File: config.mk
export PLATFORM = sky130hd
export DESIGN_NAME = ldst_sequencer
export DESIGN_NICKNAME = d
export VERILOG_FILES = /design/src/rtl/ldst_sequencer.sv
export SDC_FILE = /design/constraint.sdc
export NUM_CORES = 1
export LEC_CHECK = 0
export ABC_CLOCK_PERIOD_IN_PS = 3850
export CAP_MARGIN = 25
export CORE_MARGIN = 2
export CORE_UTILIZATION = 30
export DETAILED_ROUTE_END_ITERATION = 8
export GPL_ROUTABILITY_DRIVEN = 0
export GPL_TIMING_DRIVEN = 1
export PLACE_DENSITY = 0.6
export SLEW_MARGIN = 25
export SYNTH_ARGS = -nofsm -noshare
export SYNTH_HDL_FRONTEND = slang
export SYNTH_SLANG_ARGS = --single-unit
File: constraint.sdc
create_clock -name Clock -period 3.85 [get_ports Clock]
set_input_delay 0.77 -clock Clock [delete_from_list [all_inputs] [get_ports Clock]]
set_output_delay 0.77 -clock Clock [all_outputs]
set_load 0.01 [all_outputs]
File: src/rtl/ldst_sequencer.sv
// Moore control sequencer for the Mini SRC load/store class (ld, ldi, st).
// Define LDST_SEQ_TIMEOUT_EN to abort memory waits after MEM_TIMEOUT cycles.
module ldst_sequencer #(
  parameter int                  OPCODE_W    = 5,
  parameter logic [OPCODE_W-1:0] OP_LD       = 5'b00000,
  parameter logic [OPCODE_W-1:0] OP_LDI      = 5'b00001,
  parameter logic [OPCODE_W-1:0] OP_ST       = 5'b00010,
  parameter int                  MEM_TIMEOUT = 15,
  parameter int                  STEP_W      = 4
) (
  input  logic                Clock,
  input  logic                clear,
  input  logic                start,
  input  logic [OPCODE_W-1:0] opcode,
  input  logic                mem_ready,
  output logic                PCout,
  output logic                PCin,
  output logic                IncPC,
  output logic                MARin,
  output logic                MDRin,
  output logic                MDRout,
  output logic                IRin,
  output logic                Yin,
  output logic                Zin,
  output logic                Zlowout,
  output logic                GRA,
  output logic                GRB,
  output logic                Rin,
  output logic                Rout,
  output logic                BAout,
  output logic                Cout,
  output logic                Read,
  output logic                Write,
  output logic                busy,
  output logic                done,
  output logic                illegal,
  output logic                mem_err,
  output logic [STEP_W-1:0]   step
);

  typedef enum logic [3:0] {
    S_IDLE = 4'd0, S_T0 = 4'd1, S_T1 = 4'd2, S_T2 = 4'd3, S_T3 = 4'd4,
    S_T4 = 4'd5, S_T5 = 4'd6, S_T6 = 4'd7, S_T7 = 4'd8, S_ERR = 4'd15
  } state_t;

  // C_BAD marks an ERR entered through an undecoded opcode; any other class in ERR is a timeout.
  typedef enum logic [2:0] {C_NONE, C_LD, C_LDI, C_ST, C_BAD} cls_t;

  state_t state, state_next;
  cls_t   cls, cls_next;
  logic   in_wait;
  logic   timeout;

  assign in_wait = (state == S_T1) || (state == S_T6 && cls == C_LD) ||
                   (state == S_T7 && cls == C_ST);

`ifdef LDST_SEQ_TIMEOUT_EN
  localparam int CNT_W = $clog2(MEM_TIMEOUT + 1);
  logic [CNT_W-1:0] wait_cnt;

  always_ff @(posedge Clock) begin
    if (!clear)                   wait_cnt <= '0;
    else if (state_next != state) wait_cnt <= '0;
    else if (in_wait && !mem_ready) wait_cnt <= wait_cnt + CNT_W'(1);
  end

  assign timeout = in_wait && (wait_cnt == CNT_W'(MEM_TIMEOUT));
`else
  assign timeout = 1'b0;
`endif

  always_ff @(posedge Clock) begin
    if (!clear) begin
      state <= S_IDLE;
      cls   <= C_NONE;
    end else begin
      state <= state_next;
      cls   <= cls_next;
    end
  end

  always_comb begin
    state_next = state;
    cls_next   = cls;
    case (state)
      S_IDLE: if (start) state_next = S_T0;
      S_T0: begin
        cls_next   = C_NONE;
        state_next = S_T1;
      end
      S_T1: begin
        if (mem_ready)    state_next = S_T2;
        else if (timeout) state_next = S_ERR;
      end
      S_T2: state_next = S_T3;
      S_T3: begin
        state_next = S_T4;
        if (opcode == OP_LD)       cls_next = C_LD;
        else if (opcode == OP_LDI) cls_next = C_LDI;
        else if (opcode == OP_ST)  cls_next = C_ST;
        else begin
          cls_next   = C_BAD;
          state_next = S_ERR;
        end
      end
      S_T4: state_next = S_T5;
      S_T5: state_next = (cls == C_LDI) ? S_IDLE : S_T6;
      S_T6: begin
        if (cls != C_LD || mem_ready) state_next = S_T7;
        else if (timeout)             state_next = S_ERR;
      end
      S_T7: begin
        if (cls != C_ST || mem_ready) state_next = S_IDLE;
        else if (timeout)             state_next = S_ERR;
      end
      S_ERR:   state_next = S_IDLE;
      default: state_next = S_IDLE;
    endcase
  end

  always_comb begin
    {PCout, PCin, IncPC, MARin, MDRin, MDRout, IRin, Yin, Zin, Zlowout} = '0;
    {GRA, GRB, Rin, Rout, BAout, Cout, Read, Write} = '0;
    {done, illegal, mem_err} = '0;
    busy = (state != S_IDLE);
    step = STEP_W'(state);
    case (state)
      S_T0: {PCout, MARin, IncPC, Zin} = '1;
      S_T1: {Zlowout, PCin, Read, MDRin} = '1;
      S_T2: {MDRout, IRin} = '1;
      S_T3: {GRB, BAout, Yin} = '1;
      S_T4: {Cout, Zin} = '1;
      S_T5: begin
        Zlowout = 1'b1;
        if (cls == C_LDI) {GRA, Rin, done} = '1;
        else              MARin = 1'b1;
      end
      S_T6: begin
        MDRin = 1'b1;
        if (cls == C_ST) {GRA, Rout} = '1;
        else             Read = 1'b1;
      end
      S_T7: begin
        {MDRout, done} = '1;
        if (cls == C_ST) Write = 1'b1;
        else             {GRA, Rin} = '1;
      end
      S_ERR: begin
        illegal = (cls == C_BAD);
`ifdef LDST_SEQ_TIMEOUT_EN
        mem_err = (cls != C_BAD);
`endif
      end
      default: ;
    endcase
  end

endmodule

==> flow_summary.yaml <==
worst_setup_path:
  reg2reg_slack_ps: 1900
  reg2reg_depth: 4
  startpoint_type: "flop"
  arrival_ps: 2390
  critPathCaptureType: "primary output"
  r2r_end: "step[2]"
  path_class: "reg -> out"
  cp_max_fo: 18
  r2r_start: "step[2]"
  cp.required_ps: 3080
sta:
  rsz0062_at_grt: "no"
  period_needed_ps: 3160
  relSlewSlack_pct: 57.4
  final.setup.worst_slack_ps: 687
  fin_crit_sh_pct: 82.2
  max_freq_ghz: 0.316
  finalHoldViolations: 0
  tightestPinTransition_ps: 638
  fin_worst_skew_ps: 1.22
  tns_ps: 0
  slew_violations: 0
  setup_viol: 0
clocking:
  clockBufferDepth: 2
  clk_pin_slew_ps: 50
  cts_tree: "yes"
  clock_latency_ps: 250
  cts.root.buffer_cell: "clkbuf_4"
  cts_sinks: 7
  cts-buffers-inserted: 3
  cts_resized: 0
  cts_hold_buf: 0
  post-cts-setup-buffer-count: 0
  h-tree-depth: 1
place:
  dp_hpwl_um: 1390
  dpl_cell_area_um2: 987
  numPortBuffers: 33
  place_ws_ps: 973
  place_inst: 137
logic_synthesis:
  syn_area_per_cell_um2: 7.94
  post-synth-top-area-cell: "dfxtp_1"
  syn_area_um2: 691
  ys_seq_area_share_pct: 20.3
  async_reset_ff_share_pct: 0
  yosysMostFrequentCell: "nand2_1"
  synth_flop_cell: "dfxtp_1"
  synthCells: 87
  synth_cell_type_count: 43
  synthTopCellsByCount: "10 x nand2_1, 8 x nor2_1, 7 x dfxtp_1, 5 x nor3b_1"
  synth_edf_count: 0
  synth_top_area_share_pct: 20.3
  synth_seq_cells: 7
  syn_nets: 96
  yosys_warnings: 0
  synth_area_leaders: "dfxtp_1 20%, nand2_1 5.4%, nor3b_1 5.4%, buf_4 4.3%, nor2_1 4.3%"
floorplan:
  coreArea_um2: 2190
  die-width_um: 52.0
  die_h_um: 52.0
  start_util_pct: 31.5
  io_pins: 35
  die_area_um2: 2700
  rows: 17
drt:
  routedWlPerCell_um: 12.8
  vias: 715
  ant_nets: 0
  drc: 0
  dr.first_iter.drc_count: 5
  wirelength_um: 1800
  first_pass_iters: 4
  post_drt_via_cell_ratio: 5.07
global_route:
  grt_max_degree: 20
  grt-busiest-layer: "met2"
  grt_pass1_wl_um: 2740
  grt_use_total_pct: 13.9
  use_met1_pct: 17.2
  met2_usage_pct: 21.9
  use_met3_pct: 3.74
  antenna_found_initial: 0
  grt_overflow: 0
  grt_pass1_vias: 587
power:
  peakVddDrop_uv: 300
  power_density_nw_per_um2: 731
  power_w: 0.000742
  total_leakage_power_nw: 0.385
finish:
  final_cell_area_um2: 1010
  area_delta_synth_final_pct: 46.9
  nNetsFinal: 123
  drive_gt1_share_pct: 12.4
  instances_no_fill: 141
  antenna_cells: 0
min_path:
  holdPathEnd: "cls[2]"
  min_path_cells: 2
  min_path_type: "reg -> reg"
  min_from: "cls[2]"
run_status:
  status: "complete, no violations"
flow_run:
  drv_cap: 0
-- cells by family (layout without fill, tap and decap cells) --
logic type	after synthesis	in the layout	synth area share, %
XOR/XNOR	2	2	2.54
AND/OR/NAND/NOR	44	44	39.5
multiplexers	3	3	4.53
flip-flops	7	7	20.3
buffers and inverters	15	41	12.1
other	1	1	0.543
AO/OA/AOI/OAI	15	15	20.5
-- metrics by stage --
step,util (%),hold WS [ps]
after floorplan,-,478
after global placement,45.1,517
after detailed placement,45.1,515
after CTS,46.3,526
after global routing,46.3,560
final,46.3,526
-- report_power, final --
group	total, W	switching [W]	internal, W
logic	0.000486	0.000194	0.000292
registers	0.000189	0.0000946	0.0000948
clock network	0.0000667	0.0000287	0.0000380
total	0.000742	0.000317	0.000425
-- state kept, by name (all words and copies together) (netlist names) --
name and count:
cls 3, step 4
-- critical path, stage by stage, from the launching register on --
cell	delay, ps
dfxtp_1	690
nor2b_1	270
or4bb_1	540
o21ai_0	90
clkdlybuf4s50_1	560
-- final cells by class --
| type | count | area [um2] |
|---|---|---|
| Clock buffer | 3 | 22.5 |
| Clock inverter | 1 | 5.00 |
| Fill cell | 225 | 1180 |
| Inverter | 4 | 15.0 |
| Multi-Input combinational cell | 65 | 467 |
| Sequential cell | 7 | 140 |
| Tap cell | 28 | 35.0 |
| Timing Repair Buffer | 33 | 330 |
-- worst max path at each step --
stage | start | to
2_1_floorplan | step[1] | GRA
3_3_place_gp | step[1] | MARin
3_5_place_dp | step[1] | MARin
4_1_cts | step[1] | MARin
5_1_grt | step[1] | MARin
6_report | step[1] | MARin
-- cell usage in the layout (no fill, tap or decap), types with 2 or more instances in the layout --
cell             instances
clkdlybuf4s50_1         33
nand2_1                 10
nor2_1                   8
dfxtp_1                  7
nor3b_1                  5
inv_1                    4
nor3_1                   3
clkbuf_4                 3
nor2b_1                  2
o21ai_0                  2
or2_2                    2
nor4b_1                  2
mux2i_1                  2
a2bb2oi_1                2
-- per-layer routing --
metal | vias up | part of all wire (%)
li1 | 360 | -
met1 | 325 | 45
met2 | 26 | 49
met3 | 4 | 5.6
met4 | 0 | 0.83
met5 | - | 0
Power figures use the tool's default switching activity.
